File: config.mk
export PLATFORM = sky130hd
export DESIGN_NAME = dac_phase_sequencer
export DESIGN_NICKNAME = d
export VERILOG_FILES = /design/src/rtl/dac_phase_sequencer_pkg.sv /design/src/rtl/dac_phase_sequencer_counter.sv /design/src/rtl/dac_phase_sequencer.sv
export SDC_FILE = /design/constraint.sdc
export NUM_CORES = 1
export LEC_CHECK = 0
export ABC_AREA = 1
export ABC_CLOCK_PERIOD_IN_PS = 9300
export CORE_ASPECT_RATIO = 2
export CORE_MARGIN = 2
export CORE_UTILIZATION = 30
export DETAILED_ROUTE_END_ITERATION = 12
export PLACE_DENSITY_LB_ADDON = 0.25
export SETUP_SLACK_MARGIN = 0.05
export SYNTH_ARGS = -nofsm -noshare
export SYNTH_HDL_FRONTEND = slang
export SYNTH_HIERARCHICAL = 1
export SYNTH_SLANG_ARGS = --single-unit
export TNS_END_PERCENT = 20
File: constraint.sdc
create_clock -name ADC_CLK -period 9.3 [get_ports ADC_CLK]
set_input_delay 1.395 -clock ADC_CLK [delete_from_list [all_inputs] [get_ports ADC_CLK]]
set_output_delay 1.395 -clock ADC_CLK [all_outputs]
set_load 0.1 [all_outputs]
File: src/rtl/dac_phase_sequencer_pkg.sv
// Shared types for the DAC phase sequencer: FSM states, run modes
// and the run-mode decoder.
package dac_phase_sequencer_pkg;

  typedef enum logic [1:0] {
    S_IDLE  = 2'd0,
    S_ARMED = 2'd1,
    S_RUN   = 2'd2,
    S_HOLD  = 2'd3
  } state_t;

  typedef enum logic [1:0] {
    M_CONT   = 2'd0,
    M_SINGLE = 2'd1,
    M_TRIG   = 2'd2
  } mode_t;

  // Code 3 is reserved and behaves as continuous.
  function automatic mode_t decode_mode(input logic [1:0] m);
    mode_t r;
    case (m)
      2'd1:    r = M_SINGLE;
      2'd2:    r = M_TRIG;
      default: r = M_CONT;
    endcase
    return r;
  endfunction

endpackage

File: src/rtl/dac_phase_sequencer_counter.sv
// Phase duration down-counter; tc is high during the last cycle
// of a phase. A load of 0 is treated as a load of 1.
module phase_down_counter #(
  parameter int W = 32
) (
  input  logic         clk,
  input  logic         rst_n,
  input  logic         load,
  input  logic [W-1:0] load_val,
  input  logic         en,
  output logic         tc
);

  logic [W-1:0] cnt_q;
  logic [W-1:0] cnt_d;

  always_comb begin
    cnt_d = cnt_q;
    if (load) begin
      cnt_d = (load_val == '0) ? W'(1) : load_val;
    end else if (en && (cnt_q != '0)) begin
      cnt_d = cnt_q - W'(1);
    end
  end

  always_ff @(posedge clk) begin
    if (!rst_n) begin
      cnt_q <= '0;
    end else begin
      cnt_q <= cnt_d;
    end
  end

  assign tc = (cnt_q == W'(1));

endmodule

File: src/rtl/dac_phase_sequencer.sv
// Multi-phase DAC pattern generator: per-phase duration and A/B
// levels, continuous, single-shot or triggered sequencing.
module dac_phase_sequencer
  import dac_phase_sequencer_pkg::*;
#(
  parameter int NUM_PHASES = 4,
  parameter int CNT_WIDTH  = 32,
  parameter int DAC_WIDTH  = 14,
  parameter int IDLE_LEVEL = 0,
  localparam int PW = $clog2(NUM_PHASES)
) (
  input  logic                 ADC_CLK,
  input  logic                 rst_n,
  input  logic                 run_en,
  input  logic [1:0]           mode,
  input  logic                 TRIG_IN,
  input  logic [PW-1:0]        num_active,
  input  logic                 cfg_we,
  input  logic [PW-1:0]        cfg_phase,
  input  logic                 cfg_sel,
  input  logic [CNT_WIDTH-1:0] cfg_data,
  output logic [DAC_WIDTH-1:0] DAC_A_OUT,
  output logic [DAC_WIDTH-1:0] DAC_B_OUT,
  output logic [PW-1:0]        phase_idx,
  output logic                 phase_stb,
  output logic                 busy,
  output logic                 done
);

  localparam logic [DAC_WIDTH-1:0] IDLE_LVL =
    DAC_WIDTH'(IDLE_LEVEL);
  localparam logic [PW:0]   NP_W = (PW+1)'(NUM_PHASES);
  localparam logic [PW-1:0] LAST = PW'(NUM_PHASES - 1);

  logic [CNT_WIDTH-1:0] dur_q   [NUM_PHASES];
  logic [DAC_WIDTH-1:0] lvl_a_q [NUM_PHASES];
  logic [DAC_WIDTH-1:0] lvl_b_q [NUM_PHASES];

  state_t               state_q, state_d;
  mode_t                mode_q, mode_d;
  logic [PW-1:0]        phase_q, phase_d;
  logic [PW-1:0]        na_q, na_d;
  logic [DAC_WIDTH-1:0] dac_a_q, dac_a_d;
  logic [DAC_WIDTH-1:0] dac_b_q, dac_b_d;
  logic                 stb_q, stb_d;
  logic                 done_q, done_d;
  logic                 trig_prev_q;

  logic          trig_rise;
  logic          enter;
  logic [PW-1:0] enter_ph;
  logic [PW-1:0] na_clamp;
  logic          last;
  logic          cfg_ok;
  logic          cnt_en;
  logic          cnt_tc;

  assign trig_rise = TRIG_IN && !trig_prev_q;
  assign na_clamp  = ({1'b0, num_active} >= NP_W) ?
                     LAST : num_active;
  assign last      = (phase_q >= na_q);
  assign cfg_ok    = ({1'b0, cfg_phase} < NP_W);

  phase_down_counter #(
    .W(CNT_WIDTH)
  ) u_cnt (
    .clk      (ADC_CLK),
    .rst_n    (rst_n),
    .load     (enter),
    .load_val (dur_q[enter_ph]),
    .en       (cnt_en),
    .tc       (cnt_tc)
  );

  always_comb begin
    state_d  = state_q;
    mode_d   = mode_q;
    phase_d  = phase_q;
    na_d     = na_q;
    dac_a_d  = dac_a_q;
    dac_b_d  = dac_b_q;
    stb_d    = 1'b0;
    done_d   = 1'b0;
    enter    = 1'b0;
    enter_ph = '0;
    cnt_en   = 1'b0;
    if (!run_en) begin
      state_d = S_IDLE;
      phase_d = '0;
      dac_a_d = IDLE_LVL;
      dac_b_d = IDLE_LVL;
    end else begin
      unique case (state_q)
        S_IDLE: begin
          mode_d = decode_mode(mode);
          if (mode_d == M_TRIG) begin
            state_d = S_ARMED;
          end else begin
            enter = 1'b1;
          end
        end
        S_ARMED: begin
          if (trig_rise) begin
            enter = 1'b1;
          end
        end
        S_RUN: begin
          cnt_en = 1'b1;
          if (cnt_tc && !last) begin
            enter    = 1'b1;
            enter_ph = phase_q + PW'(1);
          end else if (cnt_tc) begin
            unique case (1'b1)
              (mode_q == M_SINGLE): begin
                state_d = S_HOLD;
                done_d  = 1'b1;
                phase_d = '0;
                dac_a_d = IDLE_LVL;
                dac_b_d = IDLE_LVL;
              end
              (mode_q == M_TRIG): begin
                state_d = S_ARMED;
                done_d  = 1'b1;
                phase_d = '0;
                dac_a_d = IDLE_LVL;
                dac_b_d = IDLE_LVL;
              end
              default: enter = 1'b1;
            endcase
          end
        end
        S_HOLD:  state_d = S_HOLD;
        default: state_d = S_IDLE;
      endcase
      // Table reads use pre-write contents on a same-edge cfg write.
      if (enter) begin
        state_d = S_RUN;
        phase_d = enter_ph;
        dac_a_d = lvl_a_q[enter_ph];
        dac_b_d = lvl_b_q[enter_ph];
        na_d    = na_clamp;
        stb_d   = 1'b1;
      end
    end
  end

  always_ff @(posedge ADC_CLK) begin
    if (!rst_n) begin
      state_q     <= S_IDLE;
      mode_q      <= M_CONT;
      phase_q     <= '0;
      na_q        <= '0;
      dac_a_q     <= IDLE_LVL;
      dac_b_q     <= IDLE_LVL;
      stb_q       <= 1'b0;
      done_q      <= 1'b0;
      trig_prev_q <= 1'b0;
    end else begin
      state_q     <= state_d;
      mode_q      <= mode_d;
      phase_q     <= phase_d;
      na_q        <= na_d;
      dac_a_q     <= dac_a_d;
      dac_b_q     <= dac_b_d;
      stb_q       <= stb_d;
      done_q      <= done_d;
      trig_prev_q <= TRIG_IN;
    end
  end

  always_ff @(posedge ADC_CLK) begin
    if (!rst_n) begin
      for (int i = 0; i < NUM_PHASES; i++) begin
        dur_q[i]   <= CNT_WIDTH'(1);
        lvl_a_q[i] <= IDLE_LVL;
        lvl_b_q[i] <= IDLE_LVL;
      end
    end else if (cfg_we && cfg_ok) begin
      if (cfg_sel) begin
        lvl_a_q[cfg_phase] <=
          cfg_data[2*DAC_WIDTH-1 -: DAC_WIDTH];
        lvl_b_q[cfg_phase] <= cfg_data[DAC_WIDTH-1:0];
      end else begin
        dur_q[cfg_phase] <= cfg_data;
      end
    end
  end

  assign DAC_A_OUT = dac_a_q;
  assign DAC_B_OUT = dac_b_q;
  assign phase_idx = phase_q;
  assign phase_stb = stb_q;
  assign busy      = (state_q == S_RUN);
  assign done      = done_q;

endmodule

**Word-level counts from Yosys, hierarchy flattened**

Memories as Yosys holds them, arrays and structs flattened.
Cells that the tools add are included.
W data, S select, Z words.

- Register bits: 71
- Memory bits (writable): 240
- Memories kept: 3

- Add/subtract/negate cells: 2
- Order comparisons: 1
- Eq/ne operators: 18
- Muxes and demuxes: 57
- Bitwise gates (word level): 4
- Reductions and logical operators: 26

Memory list:

| name | depth | bits a word | rd ports | clocked after Yosys merged registers in | wr ports | RTL line | RTL |
|---|---|---|---|---|---|---|---|
| dur_q | 4 | 32 | 1 | 0 | 4 | dac_phase_sequencer.sv:35 | `logic [CNT_WIDTH-1:0] dur_q [NUM_PHASES];` |
| lvl_a_q | 4 | 14 | 1 | 0 | 4 | dac_phase_sequencer.sv:36 | `logic [DAC_WIDTH-1:0] lvl_a_q [NUM_PHASES];` |
| lvl_b_q | 4 | 14 | 1 | 0 | 4 | dac_phase_sequencer.sv:37 | `logic [DAC_WIDTH-1:0] lvl_b_q [NUM_PHASES];` |

Operator list:

| kind | number |
|---|---|
| $mux W32 | 4 |
| $mux W14 | 8 |
| $mux W2 | 18 |
| $eq A32 B1 Y1 const B | 1 |
| $logic_not A32 Y1 | 1 |
| $reduce_bool A32 Y1 | 1 |
| $reduce_or A32 Y1 | 1 |
| $sub A32 B1 Y32 const B | 1 |
| $reduce_or A14 Y1 | 2 |
| $mux W1 | 23 |
| $eq A2 B2 Y1 const B | 5 |
| $reduce_and A5 Y1 | 2 |
| $pmux W2 S2 | 2 |
| $reduce_bool A2 Y1 | 4 |
| $eq A2 B1 Y1 const B | 3 |
| $ne A3 B1 Y1 const B | 2 |
| $pmux W2 S3 | 1 |
| $reduce_and A2 Y1 | 3 |
| $reduce_or A5 Y1 | 1 |
| $ne A2 B1 Y1 const B | 2 |
| $ne A2 B2 Y1 const B | 2 |
| $ne A4 B1 Y1 const B | 1 |
| $not A1 Y1 | 4 |
| $reduce_and A4 Y1 | 1 |
| other kinds (12) | 15 |

**Depth between registers and ports, before layout**

Gate-level depths: netlist (run 1).
An unclocked memory read counts as a cell.

- Depth in word-level cells: 11
- Depth in mapped cells: 20
- Gate-level depth less buffers: 19

**Hierarchy**

The synthesis (run 1) kept the hierarchy.

By module, submodules not included:

| module | times used | cells an instance | area each (um2) | seq. area each (um2) |
|---|---|---|---|---|
| dac_phase_sequencer | 1 | 1,319 | 12,637.1 | 7,987.7 |
| phase_down_counter | 1 | 453 | 2,620.0 | 640.6 |

**Worst setup path after synthesis (run 1)**

No wires, ideal clock.

- Path type: input -> register
- From: input cfg_we
- To: memory dur_q[3][0] (enable)
- Library setup time: 0.466 ns
- Arrival: 3.824 ns
- Data required time: 8.834 ns
- Path slack: 5.010 ns
- Stages on the path: 4
- Buffers on the path: 0
- Cells stage by stage: inv_1 > nor2_1 > inv_1 > o21ai_0

RTL lines:

| item | RTL line | RTL |
|---|---|---|
| start: declaration | dac_phase_sequencer.sv:18 | `input logic cfg_we,` |
| end: declaration | dac_phase_sequencer.sv:35 |  |

**Worst setup path in the final report (run 1)**

- From: register phase_q[0], in the netlist phase_idx[0]
- To: register u_cnt.cnt_q[0]

- Word-level cells in the longest chain between the ends: 11
- Elaborated cells on any way between the ends: 17
- Classes of those cells: 1 x add/sub; 1 x order compare; 10 x mux; 4 x reduce/logical; 1 x memory

RTL lines:

| item | RTL line | RTL |
|---|---|---|
| start: declaration | dac_phase_sequencer.sv:41 | `logic [PW-1:0] phase_q, phase_d;` |
| start signal: assignment | dac_phase_sequencer.sv:161 | `phase_q <= phase_d;` |
| $ge A2 B2 Y1 | dac_phase_sequencer.sv:61 | `assign last = (phase_q >= na_q);` |
| $logic_not A1 Y1 | dac_phase_sequencer.sv:109 | `if (cnt_tc && !last) begin` |
| $logic_and A1 B1 Y1 | dac_phase_sequencer.sv:109 |  |
| $mux W2 | dac_phase_sequencer.sv:109 |  |
| $mux W2 | dac_phase_sequencer.sv:93 | `unique case (state_q)` |
| $mux W2 (2 in series) | dac_phase_sequencer.sv:87 | `if (!run_en) begin` |
| $mem_v2 Z4 W32 | -- |  |
| $logic_not A32 Y1 | dac_phase_sequencer_counter.sv:20 | `cnt_d = (load_val == '0) ? W'(1) : load_val;` |
| $mux W32 | dac_phase_sequencer_counter.sv:20 |  |
| $mux W32 | dac_phase_sequencer_counter.sv:19 | `if (load) begin` |
| end signal: assignment | dac_phase_sequencer_counter.sv:30 | `cnt_q <= cnt_d;` |
| end: declaration | dac_phase_sequencer_counter.sv:14 | `logic [W-1:0] cnt_q;` |

Parallel ways exist; a longest one is shown, timed or not. The select of a mux whose other input is x is not followed.
A chain may end at the register's enable or synchronous reset.

==> results of run 1 <==
[metrics by stage]
| stage | area (sq um) | cells | setup slack, ns | total power [uW] | utilization |
|---|---|---|---|---|---|
| after floorplan | 15300 | 1772 | 5.01 | 2020 | - |
| after global placement | 16500 | 2424 | 3.72 | 2200 | 0.329 |
| after detailed placement | 16500 | 2424 | 3.62 | 2210 | 0.329 |
| after CTS | 17500 | 2476 | 3.89 | 3450 | 0.348 |
| after global routing | 17500 | 2477 | 3.51 | 3550 | 0.349 |
| final | 17500 | 2477 | 3.95 | 3420 | 0.349 |
[kinds of logic after synthesis]
group           share of synthesized area
flops                               0.566
mux                               0.00262
buf+inv                            0.0836
xor+xnor                          0.00574
simple gates                        0.263
compound gates                     0.0704
fa+ha+maj                         0.00902
[placed cells by master (no fill, tap or decap), types with 32 or more instances in the layout]
master           netlist  final
clkdlybuf4s50_1        0     76
nor2_1               385    385
o211ai_1              32     32
nand2_1              294    293
dfxtp_1               71     71
inv_1                201    201
o21ai_1               45     45
a21oi_1               46     46
o21ai_0               50     48
edfxtp_1             240    240
nand3_1              188    187
[power by group]
group	switching [uW]	internal [uW]
Clock	545	701
Combinational	395	145
Sequential	45.5	1590
[synthesized netlist by cell type, drive strengths merged (32+ instances only)]
library cell / count
clkbuf: 42
nand2: 304
edfxtp: 240
buf: 50
o211ai: 32
nor2: 397
a21oi: 57
nand3: 190
or2: 36
o21ai: 96
dfxtp: 71
inv: 208
[final timing paths]
| kind | endpoint | slack, ns |
|---|---|---|
| hold reg to reg | na_q[0] | 0.48 |
| hold / removal | na_q[0] | 0.48 |
| setup / recovery | u_cnt/cnt_q[0] | 3.95 |
| setup reg to reg | u_cnt/cnt_q[0] | 3.95 |
[state kept, by name, summed over array words and instances (netlist names)]
signal / flops
state_q: 2
mode_q: 2
done: 1
DAC_A_OUT: 14
lvl_b_q: 56
DAC_B_OUT: 14
trig_prev_q: 1
dur_q: 128
u_cnt/cnt_q: 32
lvl_a_q: 56
phase_stb: 1
na_q: 2
phase_idx: 2
[critical path: stages (launching register included)]
cell	delay, ns
dfxtp_1	0.34
clkinv_1	0.05
buf_4	0.54
ha_1	0.36
nand2_1	0.09
nand3_2	0.11
nor2_4	0.08
buf_4	0.52
nand2_2	0.61
nor2_2	0.21
buf_4	0.41
inv_1	0.58
o21ai_0	0.24
o21ai_1	0.17
nor2_1	0.15
nand2_1	0.08
nor2_1	0.24
nand4_1	0.14
nand2_1	0.07
o21ai_0	0.10
a21oi_2	0.15
[metal layers]
layer / global-route usage / up-vias / routed length, microns
met2: 0.360 / 269 / 26400
met3: 0.0142 / 79 / 1390
li1: - / 5827 / -
met5: 0 / - / 0
met4: 0.0780 / 0 / 1950
met1: 0.175 / 5780 / 16600
[layout make-up]
cell class	instances	area, sq um	share of cell area
clock inverter	15	196	0.0112
multi-input combinational	1156	5380	0.307
tap	649	812	0.0463
sequential	311	8630	0.492
inverter	213	802	0.0458
timing repair buffer	96	931	0.0531
clock buffer	37	774	0.0442
==> flow_summary_export.csv, run 1 <==
group,metric,value,unit
outcome,status,"finished, final reports clean",
setup_path,crit_type,"register to register",
grt,grt.overflow.total,0,
setup_path,worstPathMaxFanout,60,
floorplanning,start_util,0.304,
timing,setup_violations,0,
power_and_ir_drop,ir_drop,0.169,mV
clocking,cts_hold_buf,0,
synth,syn_area_per_cell,8.61,sq um
floorplanning,die_area,52800,sq um
synth,netlist_instances,1772,
drt,num_vias,11955,
layout,drive_above_1_share,0.0700,
drt,ant_nets,0,
drt,drt_iter0_drc,655,
clocking,cts_tree,"done",
floorplanning,row_count,116,
synth,synth_largest_area_cell,"edfxtp_1",
clocking,numCtsBuffers,28,
drt,drcViolationCount,0,
synth,synth_edf_count,240,
floorplanning,fp.dieH,323,microns
flow_run,maxCapViolCount,0,
synth,synth.yosys.seq_area_share,0.566,
clocking,clk_latency,0.58,ns
setup_path,crit_path_end_kind,"register",
setup_path,arrival,5.84,ns
placed_design,hpwl,31300,microns
timing,tns,0,ns
synth,ys_ff_latch,311,
setup_path,start_kind,"register",
grt,grt_pass1_vias,12208,
drt,wl,46400,microns
drt,firstDrtPassIters,5,
clocking,path_clk_slew,0.07,ns
drt,via_per_inst,4.83,
setup_path,required,9.80,ns
timing,slew_violations,0,
layout,n_fill_cell,5216,
setup_path,r2r-start,"phase_idx[0]",
floorplanning,io_pins,77,
synth,ys_async_sr_fraction,0,
floorplanning,die_w,163,microns
synth,yosysUniqueCellTypes,38,
synth,ys.flop_type,"edfxtp_1",
clocking,clock-sinks,311,
grt,grt.total_usage,0.176,
placed_design,gp_congestion,0.936,
layout,num_antenna_cells,0,
setup_path,startpoint,"phase_idx[0]",
synth,synth_top_area_share,0.472,
worst_hold_path,hold_depth,2,
drt,wl_per_cell,18.7,microns
grt,antenna_found_initial,0,
timing,finalCritPeriodShare,0.575,
clocking,htreeDepth,1,
worst_hold_path,hp-class,"register to register",
clocking,cts_resized,0,
placed_design,io_buffers,76,
layout,area_growth,14.8,%
power_and_ir_drop,p_leak,0.00715,uW
timing,fmax,187,MHz
timing,rsz0062_at_grt,"false",
synth,netlist_area,15300,sq um
synth,synth_warnings,6,
clocking,cts_setup_buffers,0,
clocking,cts_max_path_buffers,3,
timing,min_period,5.35,ns
timing,hold_slack,0.481,ns
synth,synth_fp_nets,1827,
floorplanning,core-area,50200,sq um
grt,grt_max_degree,66,
clocking,cts_root_buffer,"clkbuf_16",
power_and_ir_drop,powerDensity,195,nW/um^2
timing,timing.final.hold_violations,0,
worst_hold_path,min_from,"na_q[0]",
timing,max-slew-margin-rel,0.148,
synth,synth.area.top_cells,"edfxtp_1 (47%), nor2_1 (9.5%), dfxtp_1 (9.3%)",
layout,nNetsFinal,1861,
setup_path,reg2reg_depth,20,
grt,grt_first_pass_wirelength,70600,microns
timing,finClkSkew,0.0221,ns
timing,tightest_slew,1.28,ns
Note: power is estimated with default switching activity, not from simulation.
==> run 2, diff against run 1 <==
--- a/config.mk
+++ b/config.mk
@@ -6,7 +6,7 @@
 export NUM_CORES = 1
 export LEC_CHECK = 0
 export ABC_AREA = 1
-export ABC_CLOCK_PERIOD_IN_PS = 9300
+export ABC_CLOCK_PERIOD_IN_PS = 5000
 export CORE_ASPECT_RATIO = 2
 export CORE_MARGIN = 2
 export CORE_UTILIZATION = 30
==> constraint.sdc (replaced) <==
create_clock -name ADC_CLK -period 5 [get_ports ADC_CLK]
set_input_delay 0.75 -clock ADC_CLK [delete_from_list [all_inputs] [get_ports ADC_CLK]]
set_output_delay 0.75 -clock ADC_CLK [all_outputs]
set_load 0.1 [all_outputs]
==> run 2 against run 1 <==
Non-clock buffer count up 7. Global-route usage is 0.18 points higher. Highest routed layer unchanged. Critical endpoint unchanged. Via count grew 0.61%.
==> flow_summary_export.csv, run 2 (synthesis results as in run 1) <==
group,metric,value,unit
placed_design,gp_congestion,0.891,
grt,grt_pass1_vias,12337,
power_and_ir_drop,ir_drop,0.253,mV
clocking,numCtsBuffers,28,
timing,tns,0,ns
power_and_ir_drop,p_int,4450,uW
grt,grt_max_degree,59,
timing,tightest_slew,1.29,ns
clocking,cts_hold_buf,0,
timing,setup_violations,0,
floorplanning,start_util,0.304,
layout,finish.utilization,0.349,
power_and_ir_drop,seq_power_share,0.483,
grt,antenna_found_initial,0,
drt,firstDrtPassIters,5,
layout,nNetsFinal,1868,
power_and_ir_drop,comb_power_share,0.159,
floorplanning,row_count,116,
setup_path,start_kind,"register",
flow_run,maxCapViolCount,0,
layout,num_antenna_cells,0,
timing,timing.final.hold_violations,0,
drt,via_per_inst,4.84,
clocking,clock-sinks,311,
timing,finalCritPeriodShare,0.835,
clocking,path_clk_slew,0.07,ns
timing,slew_violations,0,
layout,final_cell_mix,"nor2_1 (385), nand2_1 (294), edfxtp_1 (240), inv_1 (201), nand3_1 (187)",
clocking,clk_latency,0.58,ns
grt,grt.overflow.total,0,
floorplanning,die_w,163,microns
floorplanning,core-area,50200,sq um
layout,area_growth,15.0,%
placed_design,dpl_cell_area,16600,sq um
floorplanning,fp.dieH,323,microns
power_and_ir_drop,p_switching,1840,uW
setup_path,worstPathMaxFanout,57,
outcome,status,"finished, final reports clean",
placed_design,hpwl,32000,microns
timing,fmax,240,MHz
drt,drt_iter0_drc,729,
placed_design,io_buffers,76,
power_and_ir_drop,sw_frac_of_total,0.292,
power_and_ir_drop,p_leak,0.00714,uW
clocking,cts_resized,0,
clocking,cts_setup_buffers,0,
placed_design,pre_cts_ws,0.793,ns
clocking,cts_max_path_buffers,3,
drt,num_vias,12028,
clocking,cts_tree,"done",
clocking,htreeDepth,1,
setup_path,required,5.51,ns
grt,grt.total_usage,0.178,
layout,drive_above_1_share,0.0725,
layout,layout_commonest_cell,"nor2_1",
layout,largest-register,"dur_q",
drt,wl,46400,microns
timing,worst_slack,0.827,ns
timing,finClkSkew,0.0175,ns
power_and_ir_drop,p_clk_frac,0.357,
floorplanning,die_area,52800,sq um
setup_path,arrival,4.68,ns
drt,wl_per_cell,18.7,microns
drt,ant_nets,0,
grt,grt_first_pass_wirelength,71400,microns
layout,largest_reg_flops,128,
drt,drcViolationCount,0,
layout,stdcell_area,17500,sq um
layout,top_regs,"dur_q x128, lvl_a_q x56, lvl_b_q x56",
setup_path,crit_path_end_kind,"register",
timing,max-slew-margin-rel,0.135,
worst_hold_path,hp-class,"register to register",
power_and_ir_drop,powerDensity,359,nW/um^2
clocking,cts_root_buffer,"clkbuf_16",
timing,rsz0062_at_grt,"false",
power_and_ir_drop,power,6290,uW
floorplanning,io_pins,77,
timing,min_period,4.17,ns
setup_path,crit_type,"register to register",
==> run 2: cell count changes in the layout (fill, tap and decap cells not counted), moves of 2 or more <==
cell        previous run  this run
clkinv_2               9         7
buf_4                 19        25
clkinv_1               3         5
buf_12                 0         2
clkbuf_8               4         2
clkinvlp_4             1         4
==> run 2: worst paths after layout <==
check / startpoint / end / slack (ns) / cells after the start
hold / removal: na_q[1] / na_q[1] / 0.48 / 2
setup reg to reg: u_cnt/cnt_q[10] / u_cnt/cnt_q[0] / 0.83 / 20
setup / recovery: u_cnt/cnt_q[10] / u_cnt/cnt_q[0] / 0.83 / 20
hold reg to reg: na_q[1] / na_q[1] / 0.48 / 2
==> run 2: layout make-up <==
class | instances | area, sq um
Inverter | 213 | 802
Clock inverter | 18 | 191
Multi-Input combinational cell | 1156 | 5370
Clock buffer | 34 | 743
Timing Repair Buffer | 103 | 988
Tap cell | 649 | 812
Fill cell | 5278 | 32700
Sequential cell | 311 | 8630
==> run 2: routing by layer <==
layer  global-route usage  vias up  wire (microns)  part of all wire
li1                     -     5822               -                 -
met1                0.179     5811           16300              0.35
met2                0.353      280           26300              0.57
met3               0.0174      115            1580             0.034
met4               0.0922        0            2300             0.050
met5                    0        -               0                 0
==> run 2: metrics by stage <==
| stage | instances | hold slack (ns) |
|---|---|---|
| after global routing | 2484 | 0.507 |
| after floorplan | 1772 | 0.433 |
| final | 2484 | 0.481 |
| after detailed placement | 2432 | 0.476 |
| after CTS | 2484 | 0.487 |
| after global placement | 2432 | 0.458 |
==> run 2: power by group through the flow <==
stage	registers, uW	clock network (uW)	logic [uW]
after floorplan	3170	0	587
after global placement	3090	0	1000
after detailed placement	3100	0	1000
after CTS	3040	2300	1010
after global routing	3060	2380	1100
final	3040	2250	1000
==> run 2: critical path, stage by stage (launching register included) <==
cell and delay [ns]:
dfxtp_1 0.35, nor2_2 0.20, nand2_1 0.15, nor2_4 0.16, nand4_1 0.11, nor2_1 0.36
nand2_2 0.15, nor2_4 0.15, buf_4 0.52, nand2_2 0.12, nor2_2 0.13, inv_1 0.41
o21ai_0 0.23, o21ai_1 0.10, nor2_1 0.15, nand2_1 0.10, nor2_1 0.20, nand4_1 0.12
nand2_1 0.07, o21ai_0 0.09, a21oi_2 0.17
